**config.mk**
```make
export PLATFORM = sky130hd
export DESIGN_NAME = fsm_alu_flat
export DESIGN_NICKNAME = d
export VERILOG_FILES = /design/src/rtl/fsm_alu_pkg.sv /design/src/rtl/fsm_alu_if.sv /design/src/rtl/fsm_alu_mul.sv /design/src/rtl/fsm_alu.sv /design/src/flat_wrapper.sv
export SDC_FILE = /design/constraint.sdc
export NUM_CORES = 1
export LEC_CHECK = 0
export CAP_MARGIN = 10
export CORE_UTILIZATION = 35
export DETAILED_ROUTE_END_ITERATION = 10
export SKIP_CTS_REPAIR_TIMING = 1
export SYNTH_ARGS = -nofsm -noshare
export SYNTH_HDL_FRONTEND = slang
export SYNTH_SLANG_ARGS = --single-unit
```
**constraint.sdc**
```tcl
create_clock -name sys_clk -period 2.35 [get_ports sys_clk]
set_clock_uncertainty 0.2 [all_clocks]
set_input_delay 0.47 -clock sys_clk [delete_from_list [all_inputs] [get_ports sys_clk]]
set_output_delay 0.47 -clock sys_clk [all_outputs]
set_load 0.03 [all_outputs]
```
**src/rtl/fsm_alu_pkg.sv**
```systemverilog
// ============================================================
// fsm_alu_pkg : opcode/state types and widths for fsm_alu
// Rev 1.0
// ============================================================
`default_nettype none

package fsm_alu_pkg;

  localparam int OP_W = 3;

  typedef enum logic [OP_W-1:0] {
    OP_ADD  = 3'd0,
    OP_SUB  = 3'd1,
    OP_AND  = 3'd2,
    OP_OR   = 3'd3,
    OP_XOR  = 3'd4,
    OP_PASS = 3'd5,
    OP_MUL  = 3'd6,
    OP_RSVD = 3'd7
  } op_e;

  typedef enum logic [1:0] {
    ST_IDLE = 2'd0,
    ST_EXEC = 2'd1,
    ST_MUL  = 2'd2,
    ST_DONE = 2'd3
  } state_e;

endpackage

`default_nettype wire

```
**src/rtl/fsm_alu_if.sv**
```systemverilog
// ============================================================
// fsm_alu_if : request/result valid-ready bundle for fsm_alu
// Rev 1.0
// ============================================================
`default_nettype none

interface fsm_alu_if
  import fsm_alu_pkg::*;
#(
  parameter int WIDTH = 8
);

  logic              in_valid;
  logic              in_ready;
  logic [OP_W-1:0]   in_op;
  logic [WIDTH-1:0]  in_a;
  logic [WIDTH-1:0]  in_b;
  logic              out_valid;
  logic              out_ready;
  logic [WIDTH-1:0]  out_s;
  logic [WIDTH-1:0]  out_hi;
  logic              out_carry;
  logic              out_ovf;
  logic              out_zero;
  logic              out_err;

  modport master (
    output in_valid, in_op, in_a, in_b, out_ready,
    input  in_ready, out_valid, out_s, out_hi, out_carry, out_ovf, out_zero, out_err
  );

  modport slave (
    input  in_valid, in_op, in_a, in_b, out_ready,
    output in_ready, out_valid, out_s, out_hi, out_carry, out_ovf, out_zero, out_err
  );

endinterface

`default_nettype wire

```
**src/rtl/fsm_alu_mul.sv**
```systemverilog
// ============================================================
// fsm_alu_mul : iterative shift-add WIDTHxWIDTH unsigned multiplier
// Rev 1.0
// ============================================================
`default_nettype none

module fsm_alu_mul #(
  parameter int WIDTH = 8
) (
  input  wire logic                 sys_clk,
  input  wire logic                 sys_rst_n,
  input  wire logic                 i_start,
  input  wire logic [WIDTH-1:0]     i_a,
  input  wire logic [WIDTH-1:0]     i_b,
  output logic                      o_done,
  output logic [2*WIDTH-1:0]        o_prod
);

  localparam int CW = (WIDTH > 1) ? $clog2(WIDTH) : 1;
  localparam logic [CW-1:0] C_LAST = CW'(WIDTH - 1);

  logic                 r_busy;
  logic [CW-1:0]        r_cnt;
  logic [WIDTH-1:0]     r_mcand;
  logic [2*WIDTH-1:0]   r_prod;
  logic [WIDTH:0]       w_sum;
  logic [2*WIDTH-1:0]   w_prod_next;

  // Low half starts as the multiplier and is shifted out as product bits shift in.
  assign w_sum       = {1'b0, r_prod[2*WIDTH-1:WIDTH]}
                     + (r_prod[0] ? {1'b0, r_mcand} : {(WIDTH+1){1'b0}});
  assign w_prod_next = {w_sum, r_prod[WIDTH-1:1]};

  assign o_done = r_busy && (r_cnt == C_LAST);
  assign o_prod = w_prod_next;

  always_ff @(posedge sys_clk or negedge sys_rst_n) begin
    if (!sys_rst_n) begin
      r_busy  <= 1'b0;
      r_cnt   <= '0;
      r_mcand <= '0;
      r_prod  <= '0;
    end else if (i_start) begin
      r_busy  <= 1'b1;
      r_cnt   <= '0;
      r_mcand <= i_a;
      r_prod  <= {{WIDTH{1'b0}}, i_b};
    end else if (r_busy) begin
      r_prod <= w_prod_next;
      r_cnt  <= r_cnt + 1'b1;
      if (o_done) begin
        r_busy <= 1'b0;
      end
    end
  end

endmodule

`default_nettype wire

```
**src/rtl/fsm_alu.sv**
```systemverilog
// ============================================================
// fsm_alu : handshaked ALU sequencer; FSM_ALU_MUL_EN enables MUL
// Rev 1.0
// ============================================================
`default_nettype none

module fsm_alu
  import fsm_alu_pkg::*;
#(
  parameter int WIDTH = 8
) (
  input  wire logic  sys_clk,
  input  wire logic  sys_rst_n,
  fsm_alu_if.slave   bus
);

  state_e            r_state;
  state_e            w_next;
  op_e               r_op;
  logic [WIDTH-1:0]  r_a;
  logic [WIDTH-1:0]  r_b;
  logic [WIDTH-1:0]  r_s;
  logic              r_carry;
  logic              r_ovf;
  logic              r_zero;
  logic              r_err;
  logic              w_in_ready;
  logic              w_out_valid;
  logic              w_accept;
  logic [WIDTH:0]    w_add;
  logic [WIDTH:0]    w_sub;
  logic [WIDTH-1:0]  w_alu_s;
  logic              w_alu_c;
  logic              w_alu_v;
  logic              w_alu_err;

  assign w_accept = bus.in_valid && w_in_ready;

`ifdef FSM_ALU_MUL_EN
  logic                w_mul_start;
  logic                w_mul_done;
  logic [2*WIDTH-1:0]  w_mul_prod;
  logic [WIDTH-1:0]    r_hi;

  // Multiplier takes operands straight from the bus on the acceptance edge.
  assign w_mul_start = w_accept && (bus.in_op == OP_MUL);

  fsm_alu_mul #(.WIDTH(WIDTH)) u_mul (
    .sys_clk   (sys_clk),
    .sys_rst_n (sys_rst_n),
    .i_start   (w_mul_start),
    .i_a       (bus.in_a),
    .i_b       (bus.in_b),
    .o_done    (w_mul_done),
    .o_prod    (w_mul_prod)
  );

  assign bus.out_hi = r_hi;
`else
  assign bus.out_hi = '0;
`endif

  always_ff @(posedge sys_clk or negedge sys_rst_n) begin
    if (!sys_rst_n) begin
      r_state <= ST_IDLE;
    end else begin
      r_state <= w_next;
    end
  end

  always_comb begin
    w_next = r_state;
    case (r_state)
      ST_IDLE: begin
        if (bus.in_valid) begin
`ifdef FSM_ALU_MUL_EN
          w_next = (bus.in_op == OP_MUL) ? ST_MUL : ST_EXEC;
`else
          w_next = ST_EXEC;
`endif
        end
      end
      ST_EXEC: w_next = ST_DONE;
      ST_MUL: begin
`ifdef FSM_ALU_MUL_EN
        if (w_mul_done) begin
          w_next = ST_DONE;
        end
`else
        w_next = ST_IDLE;
`endif
      end
      ST_DONE: begin
        if (bus.out_ready) begin
          w_next = ST_IDLE;
        end
      end
      default: w_next = ST_IDLE;
    endcase
  end

  always_comb begin
    w_in_ready  = (r_state == ST_IDLE);
    w_out_valid = (r_state == ST_DONE);
  end

  assign bus.in_ready  = w_in_ready;
  assign bus.out_valid = w_out_valid;

  assign w_add = {1'b0, r_a} + {1'b0, r_b};
  assign w_sub = {1'b0, r_a} - {1'b0, r_b};

  always_comb begin
    w_alu_s   = '0;
    w_alu_c   = 1'b0;
    w_alu_v   = 1'b0;
    w_alu_err = 1'b0;
    case (r_op)
      OP_ADD: begin
        w_alu_s = w_add[WIDTH-1:0];
        w_alu_c = w_add[WIDTH];
        w_alu_v = (r_a[WIDTH-1] == r_b[WIDTH-1]) && (w_add[WIDTH-1] != r_a[WIDTH-1]);
      end
      OP_SUB: begin
        w_alu_s = w_sub[WIDTH-1:0];
        w_alu_c = w_sub[WIDTH];
        w_alu_v = (r_a[WIDTH-1] != r_b[WIDTH-1]) && (w_sub[WIDTH-1] != r_a[WIDTH-1]);
      end
      OP_AND:  w_alu_s = r_a & r_b;
      OP_OR:   w_alu_s = r_a | r_b;
      OP_XOR:  w_alu_s = r_a ^ r_b;
      OP_PASS: w_alu_s = r_a;
      default: w_alu_err = 1'b1;
    endcase
  end

  always_ff @(posedge sys_clk or negedge sys_rst_n) begin
    if (!sys_rst_n) begin
      r_op    <= OP_ADD;
      r_a     <= '0;
      r_b     <= '0;
      r_s     <= '0;
      r_carry <= 1'b0;
      r_ovf   <= 1'b0;
      r_zero  <= 1'b0;
      r_err   <= 1'b0;
`ifdef FSM_ALU_MUL_EN
      r_hi    <= '0;
`endif
    end else begin
      if (w_accept) begin
        r_op <= op_e'(bus.in_op);
        r_a  <= bus.in_a;
        r_b  <= bus.in_b;
      end
      if (r_state == ST_EXEC) begin
        r_s     <= w_alu_s;
        r_carry <= w_alu_c;
        r_ovf   <= w_alu_v;
        r_zero  <= !w_alu_err && (w_alu_s == '0);
        r_err   <= w_alu_err;
`ifdef FSM_ALU_MUL_EN
        r_hi    <= '0;
      end else if ((r_state == ST_MUL) && w_mul_done) begin
        r_s     <= w_mul_prod[WIDTH-1:0];
        r_hi    <= w_mul_prod[2*WIDTH-1:WIDTH];
        r_carry <= 1'b0;
        r_ovf   <= 1'b0;
        r_zero  <= (w_mul_prod == '0);
        r_err   <= 1'b0;
`endif
      end
    end
  end

  assign bus.out_s     = r_s;
  assign bus.out_carry = r_carry;
  assign bus.out_ovf   = r_ovf;
  assign bus.out_zero  = r_zero;
  assign bus.out_err   = r_err;

endmodule

`default_nettype wire

```
**src/flat_wrapper.sv**
```systemverilog
// flat-port wrapper written by rule: the top's interface ports become plain ports
module fsm_alu_flat import fsm_alu_pkg::*;
#(
  parameter int WIDTH = 8
)
  (sys_clk, sys_rst_n, bus_in_valid, bus_in_op, bus_in_a, bus_in_b, bus_out_ready, bus_in_ready, bus_out_valid, bus_out_s, bus_out_hi, bus_out_carry, bus_out_ovf, bus_out_zero, bus_out_err);
  fsm_alu_if #(.WIDTH(WIDTH)) bus_i ();
  input  wire logic sys_clk;
  input  wire logic sys_rst_n;
  input wire logic [$bits(bus_i.in_valid)-1:0] bus_in_valid;
  input wire logic [$bits(bus_i.in_op)-1:0] bus_in_op;
  input wire logic [$bits(bus_i.in_a)-1:0] bus_in_a;
  input wire logic [$bits(bus_i.in_b)-1:0] bus_in_b;
  input wire logic [$bits(bus_i.out_ready)-1:0] bus_out_ready;
  output wire logic [$bits(bus_i.in_ready)-1:0] bus_in_ready;
  output wire logic [$bits(bus_i.out_valid)-1:0] bus_out_valid;
  output wire logic [$bits(bus_i.out_s)-1:0] bus_out_s;
  output wire logic [$bits(bus_i.out_hi)-1:0] bus_out_hi;
  output wire logic [$bits(bus_i.out_carry)-1:0] bus_out_carry;
  output wire logic [$bits(bus_i.out_ovf)-1:0] bus_out_ovf;
  output wire logic [$bits(bus_i.out_zero)-1:0] bus_out_zero;
  output wire logic [$bits(bus_i.out_err)-1:0] bus_out_err;
  assign bus_i.in_valid = bus_in_valid;
  assign bus_i.in_op = bus_in_op;
  assign bus_i.in_a = bus_in_a;
  assign bus_i.in_b = bus_in_b;
  assign bus_i.out_ready = bus_out_ready;
  assign bus_in_ready = bus_i.in_ready;
  assign bus_out_valid = bus_i.out_valid;
  assign bus_out_s = bus_i.out_s;
  assign bus_out_hi = bus_i.out_hi;
  assign bus_out_carry = bus_i.out_carry;
  assign bus_out_ovf = bus_i.out_ovf;
  assign bus_out_zero = bus_i.out_zero;
  assign bus_out_err = bus_i.out_err;
  fsm_alu #(.WIDTH(WIDTH)) u_core (.sys_clk(sys_clk), .sys_rst_n(sys_rst_n), .bus(bus_i));
endmodule
```
==> qor.yml, run 1 <==
status: "finished, violations left"
violations: "setup timing"
slew_viol_final: 0
die_x_microns: 87.0
fp-row-count: 30
globalRouteOverflowTotal: 0
period_minus_slack_ns: 2.46
synth_top_cell_by_area: "dfrtp_1"
drc: 0
ys_top_cells_by_area: "dfrtp_1 33%, ha_1 12%, o21ai_0 5.7%"
worstSkewPairLatency_ns: 0.29
final-setup-viol-count: 1
die_y_microns: 87.0
crit_start: "u_core.r_a[0]"
cts.clk_slew.worst_paths_ns: 0.07
ys_ff_latch: 33
synth_top_area_share_pct: 32.6
cts_buffer_depth: 2
area_growth_pct: 38.9
wl_per_cell_microns: 12.6
ir_drop_mv: 0.482
grt_max_degree: 34
gp_congestion: 0.892
grt_setup_unrepaired: "yes"
grt_first_pass_wirelength_mm: 9.57
drive_above_1_share_pct: 25.8
coreArea_sq_um: 6910
critPathSlowestCell: "dfrtp_1"
p_leak_uw: 0.00152
dr.first_iter.drc_count: 107
max_clock_freq_mhz: 406
finish.net_count: 420
switching_share_pct: 46.1
grtUsageTotal_pct: 16.4
htreeDepth: 2
post-dp-hpwl_mm: 4.46
grt_antenna_before_repair: 0
syn_area_sq_um: 2530
critPathMaxStageDelay_ns: 0.39
end_kind: "flip-flop"
r2r_end: "u_core.bus.out_zero"
finalCritPeriodShare_pct: 105
power.share.combinational_pct: 75.3
rr_startpoint: "u_core.r_a[0]"
multiInputGateArea_sq_um: 1690
worst-endpoint-required_ns: 2.33
synth_edf_count: 0
clock-sinks: 33
whs_ns: 0.264
crit_chain: "inv_2 > ha_4 > inv_2 > fa_2 > nor2b_4 > o21ba_4 > o311ai_4 > xnor2_2 > o211ai_1 > nor3_1 > a31o_1"
yosys-top-cells-count: "37 x nand2_1, 33 x dfrtp_1, 29 x o21ai_0, 24 x ha_1, 23 x inv_1"
pwr-share-clk_pct: 6.8
yosysMostFrequentCell: "nand2_1"
setup_ws_ns: -0.114
p_per_area_nw_per_um2: 1740
antenna_cells: 0
hold_viol: 0
drt-vias-per-instance: 4.91
synth_warnings: 0
cts_tree: "done"
die_area_sq_um: 7580
io_buffers: 36
crit_fanout: 2
firstDrtPassIters: 4
reg2reg_depth: 11
cts_root_buffer: "clkbuf_8"
ys_seq_area_share_pct: 32.6
antenna_left: 0
critPathArrivalTime_ns: 2.45
placed_cells: 458
cts_made_buffers: 5
worstHoldPathType: "reg2reg"
power.internal_uw: 3290
criticalPathCategory: "reg2reg"
fillers: 686
yosysUniqueCellTypes: 50
cap_violations: 0
start_kind: "flip-flop"
crit_path_end: "u_core.bus.out_zero"
initial_core_util_pct: 36.6
final_cells: 468
grt_pass1_vias: 2090
ioPinCount: 45
wl_mm: 5.90
crit_path_frequent_cell: "inv_2"
p_switching_uw: 2810
r2r_slack_ns: -0.11
worstHoldStart: "u_core.bus.out_err"
synth_cells: 301
seq_area_sq_um: 826
synthFlopType: "dfrtp_1"
seq_power_share_pct: 17.9
avgSynthCellArea_sq_um: 8.41
async_reset_ff_share_pct: 100
vias: 2297
==> final cells by class <==
class / count / share of cell area (%)
multi-input combinational: 228 / 48.2
clock inverter: 2 / 0.285
inverter: 24 / 2.56
tap: 96 / 3.42
timing repair buffer: 79 / 20.0
clock buffer: 6 / 2.06
sequential: 33 / 23.5
==> flip-flops by register name, indices dropped and copies added (netlist names) <==
| register | count |
|---|---|
| u_core.bus.out_carry | 1 |
| u_core.r_op | 3 |
| u_core.bus.out_ovf | 1 |
| u_core.r_state | 2 |
| u_core.r_a | 8 |
| u_core.bus.out_err | 1 |
| u_core.bus.out_zero | 1 |
| u_core.bus.out_s | 8 |
| u_core.r_b | 8 |
==> through the flow <==
step / setup TNS [ns] / util [%] / setup WS, ns / instance area (sq um) / power (uW)
final: -0.114 / 50.9 / -0.114 / 3510 / 6100
after global routing: -0.603 / 50.9 / -0.217 / 3510 / 6670
after CTS: -0.447 / 48.0 / -0.165 / 3320 / 5570
after detailed placement: -0.309 / 46.8 / -0.134 / 3230 / 5120
after global placement: -0.101 / 46.8 / -0.0836 / 3230 / 5040
after floorplan: -0.0215 / - / -0.0215 / 2570 / 3720
==> power groups by stage <==
stage / Sequential, uW / Clock [uW] / Combinational, uW
floorplan: 1220 / 0 / 2500
global placement: 1080 / 0 / 3960
detailed placement: 1100 / 0 / 4030
CTS: 1090 / 438 / 4050
global route: 1130 / 456 / 5080
finish: 1090 / 417 / 4590
==> placed cells by master (no fill, tap or decap), types with 3 or more instances in the layout <==
master           count
buf_4               40
nand2_1             37
clkdlybuf4s50_1     36
dfrtp_1             33
o21ai_0             28
inv_1               18
nor2_1              16
ha_1                15
a21oi_1             13
conb_1               8
nand2b_1             7
inv_2                6
nor3_1               6
nand3_1              5
o211ai_1             5
mux2i_1              5
ha_4                 5
clkbuf_8             5
nor2_2               4
a21oi_2              4
o21a_1               4
a31oi_1              4
ha_2                 4
o21ai_1              3
xor2_1               3
==> metal layers <==
layer	global-route usage [%]	wire [microns]
met1	22.0	2920
met2	25.9	2680
met3	3.60	207
met4	5.76	95
met5	0	0
==> critical path: cells and delay by family, from the launching register on <==
kind                       cells  cell delay (ns)
AOI/OAI and AO/OA              4             0.87
xor gates and xnor gates       1             0.10
adders and majority gates      2             0.48
buffers and inverters          2             0.12
DFF                            1             0.39
and+or+nand+nor                2             0.20
==> worst min-delay path by stage <==
| stage | to | cells after the start |
|---|---|---|
| finish | u_core.bus.out_err | 2 |
| global route | u_core.bus.out_err | 2 |
| CTS | u_core.bus.out_err | 2 |
| detailed placement | u_core.bus.out_err | 2 |
| global placement | u_core.bus.out_err | 2 |
| floorplan | u_core.bus.out_carry | 0 |
==> cells by family after synthesis <==
family | Yosys count | share of synthesized area [%]
simple gates | 92 | 16.6
compound gates | 88 | 22.8
buf+inv | 47 | 9.00
flops | 33 | 32.6
fa+ha+maj | 26 | 13.4
mux | 8 | 3.31
xor+xnor | 6 | 2.08
other cells | 1 | 0.148
No activity file was read; power rests on OpenSTA's default activity.
==> run 2, diff against run 1 <==
--- a/config.mk
+++ b/config.mk
@@ -11,4 +11,5 @@
 export SKIP_CTS_REPAIR_TIMING = 1
 export SYNTH_ARGS = -nofsm -noshare
 export SYNTH_HDL_FRONTEND = slang
+export SYNTH_HIERARCHICAL = 1
 export SYNTH_SLANG_ARGS = --single-unit
==> constraint.sdc (replaced) <==
create_clock -name sys_clk -period 3.13 [get_ports sys_clk]
set_clock_uncertainty 0.2 [all_clocks]
set_input_delay 0.626 -clock sys_clk [delete_from_list [all_inputs] [get_ports sys_clk]]
set_output_delay 0.626 -clock sys_clk [all_outputs]
set_load 0.03 [all_outputs]
==> qor.yml, run 2 <==
post-dp-hpwl_mm: 4.70  # was 4.46 mm
area_growth_pct: 18.9  # was 38.9%
synth_top_area_share_pct: 31.4  # was 32.6%
syn_area_sq_um: 2630  # was 2530 sq um
coreArea_sq_um: 7250  # was 6910 sq um
hold_viol: 0  # unchanged
cap_violations: 0  # unchanged
fillers: 752  # was 686
grtUsageMet1_pct: 23.1  # was 22.0%
die_y_microns: 88.7  # was 87.0 microns
drt-vias-per-instance: 5.09  # was 4.91
grt_setup_unrepaired: "no"  # was yes
use_met2_pct: 27.5  # was 25.9%
firstDrtPassIters: 4  # unchanged
synth_xor_area_share_pct: 1.33  # was 2.08%
seq_area_sq_um: 826  # unchanged
grt_max_degree: 38  # was 34
cts.clk_slew.worst_paths_ns: 0.08  # was 0.07 ns
holdPathStages: 2  # unchanged
path_depth: 9  # was 11
grt_pass1_vias: 2117  # was 2090
dr.first_iter.drc_count: 160  # was 107
async_reset_ff_share_pct: 100  # unchanged
p_per_area_nw_per_um2: 1240  # was 1740 nW/um^2
drc: 0  # unchanged
grtUsageTotal_pct: 17.3  # was 16.4%
finalCritPeriodShare_pct: 89.5  # was 105%
worstSkewPairLatency_ns: 0.29  # about the same
end_kind: "flip-flop"  # unchanged
yosysMostFrequentCell: "o21ai_0"  # was nand2_1
worst-path-buf-inv: 1  # was 2
fp-row-count: 31  # was 30
grt_first_pass_wirelength_mm: 10.3  # was 9.57 mm
r2r_slack_ns: 0.33  # was -0.11 ns
ys_ff_latch: 33  # unchanged
tns_ns: 0  # was -0.114 ns
crit_chain: "inv_1 > ha_1 > o21ai_0 > o21ai_1 > o22ai_1 > a211oi_2 > xnor2_1 > o221ai_2 > mux2_4"  # was inv_2 > ha_4 > inv_2 > fa_2 > nor2b_4 > o21ba_4 > o311ai_4 > xnor2_2 > o211ai_1 > nor3_1 > a31o_1
gp_congestion: 0.965  # was 0.892
initial_core_util_pct: 36.3  # was 36.6%
start_kind: "flip-flop"  # unchanged
die_x_microns: 88.7  # was 87.0 microns
critPathArrivalTime_ns: 2.77  # was 2.45 ns
status: "completed"  # was finished, violations left
cp_top_family: "compound AO/OA/AOI/OAI gates"  # unchanged
globalRouteOverflowTotal: 0  # unchanged
synth_top_family_by_area: "compound AO/OA/AOI/OAI gates"  # unchanged
final-setup-viol-count: 0  # was 1
ys_top_cells_by_area: "dfrtp_1 31%, ha_1 11%, o21ai_0 7.6%"  # was dfrtp_1 33%, ha_1 12%, o21ai_0 5.7%
synth_warnings: 6  # was 0
globalRoute.busiestLayer: "met2"  # unchanged
io_buffers: 36  # unchanged
avgSynthCellArea_sq_um: 8.38  # was 8.41 sq um
die_area_sq_um: 7870  # was 7580 sq um
wl_mm: 6.37  # was 5.90 mm
critPathSlowestCell: "ha_1"  # was dfrtp_1
multiInputGateArea_sq_um: 1580  # was 1690 sq um
vias: 2272  # was 2297
wl_per_cell_microns: 14.3  # was 12.6 microns
tightestPinTransition_ns: 0.727
slew-limit-headroom_pct: 51.1
synthFlopType: "dfrtp_1"  # unchanged
synth_cells: 314  # was 301
synthAdderAreaFrac_pct: 12.9  # was 13.4%
synthMuxAreaShare_pct: 2.66  # was 3.31%
period_minus_slack_ns: 2.80  # was 2.46 ns
cts_root_buffer: "clkbuf_8"  # unchanged
post-route-util_pct: 43.1  # was 50.9%
synth_edf_count: 0  # unchanged
ys_seq_area_share_pct: 31.4  # was 32.6%
htreeDepth: 2  # unchanged
crit_fanout: 9  # was 2
synth_top_cell_by_area: "dfrtp_1"  # unchanged
clock-sinks: 33  # unchanged
antenna_cells: 0  # unchanged
reg2reg_depth: 9  # was 11
final_common_cell: "o21ai_0"  # was buf_4
antenna_left: 0  # unchanged
p_leak_uw: 0.00135  # was 0.00152 uW
slew_viol_final: 0  # unchanged
ir_drop_mv: 0.363  # was 0.482 mV
synth_compound_gate_area_share_pct: 24.2  # was 22.8%
finish.net_count: 395  # was 420
cts_made_buffers: 5  # unchanged
max_clock_freq_mhz: 357  # was 406 MHz
use_met3_pct: 3.36  # was 3.60%
grt_antenna_before_repair: 0  # unchanged
worstHoldPathType: "reg2reg"  # unchanged
yosys-top-cells-count: "40 x o21ai_0, 39 x nand2_1, 33 x dfrtp_1, 25 x inv_1, 24 x ha_1"  # was 37 x nand2_1, 33 x dfrtp_1, 29 x o21ai_0, 24 x ha_1, 23 x inv_1
cts_tree: "done"  # unchanged
yosys.area_share.simple_pct: 17.8  # was 16.6%
drive_above_1_share_pct: 8.65  # was 25.8%
critPathMaxStageDelay_ns: 0.50  # was 0.39 ns
final_cell_mix: "40 x o21ai_0, 39 x nand2_1, 36 x clkdlybuf4s50_1, 33 x dfrtp_1, 25 x inv_1"  # was 40 x buf_4, 37 x nand2_1, 36 x clkdlybuf4s50_1, 33 x dfrtp_1, 28 x o21ai_0
yosysUniqueCellTypes: 60  # was 50
ioPinCount: 45  # unchanged
worst-endpoint-required_ns: 3.10  # was 2.33 ns
cts_buffer_depth: 2  # unchanged
criticalPathCategory: "reg2reg"  # unchanged
[run 2: power by group]
group / total [uW] / switching (uW) / internal, uW
Sequential: 839 / 205 / 634
Combinational: 2700 / 1590 / 1110
Clock: 324 / 170 / 154
[run 2: area by class of cell]
type                    instances  area share (%)
clock buffers                   5            2.20
inverters                      26            3.12
well taps                      99            3.96
multi-input cells             237            50.6
flip-flops and latches         33            26.4
repair buffers                 43            13.2
clock inverters                 3           0.560
[run 2: logic make-up (layout without fill, tap and decap cells)]
kind of cell	count (synthesis)	in the layout
AO/OA/AOI/OAI	100	100
other	1	8
buffers and inverters	51	77
AND/OR/NAND/NOR	93	93
adder cells (fa/ha/maj)	26	26
flip-flops	33	33
XOR/XNOR	4	4
multiplexers	6	6
[run 2: final timing paths]
check,to,start
setup / recovery,u_core/bus.out_s[7],u_core/r_a[2]
hold / removal,u_core/bus.out_s[0],u_core/bus.out_s[0]
setup reg to reg,u_core/bus.out_s[7],u_core/r_a[2]
hold reg to reg,u_core/bus.out_s[0],u_core/bus.out_s[0]
max in group asynchronous,u_core/r_a[7],sys_rst_n
min in group asynchronous,u_core/bus.out_s[2],sys_rst_n
[run 2: per-layer routing]
| metal | up-vias | routed length (microns) |
|---|---|---|
| met5 | - | 0 |
| met4 | 0 | 95 |
| met3 | 7 | 439 |
| met2 | 83 | 2920 |
| met1 | 1049 | 2920 |
| li1 | 1133 | - |
[run 2: through the flow]
stage	instances	total power [uW]	setup WS [ns]	hold slack, ns	instance area [sq um]
after detailed placement	438	3540	0.385	0.267	3040
after CTS	446	3880	0.347	0.285	3130
after global placement	438	3520	0.355	0.260	3040
after global routing	446	4230	0.151	0.298	3130
final	446	3870	0.329	0.277	3130
after floorplan	321	2860	0.678	0.130	2660
[run 2: tightest hold or removal path: cells and delay by family, from the launching register on]
family           cells  cell delay [ns]
AO/OA/AOI/OAI        1             0.06
AND/OR/NAND/NOR      1             0.05
flip-flops           1             0.34
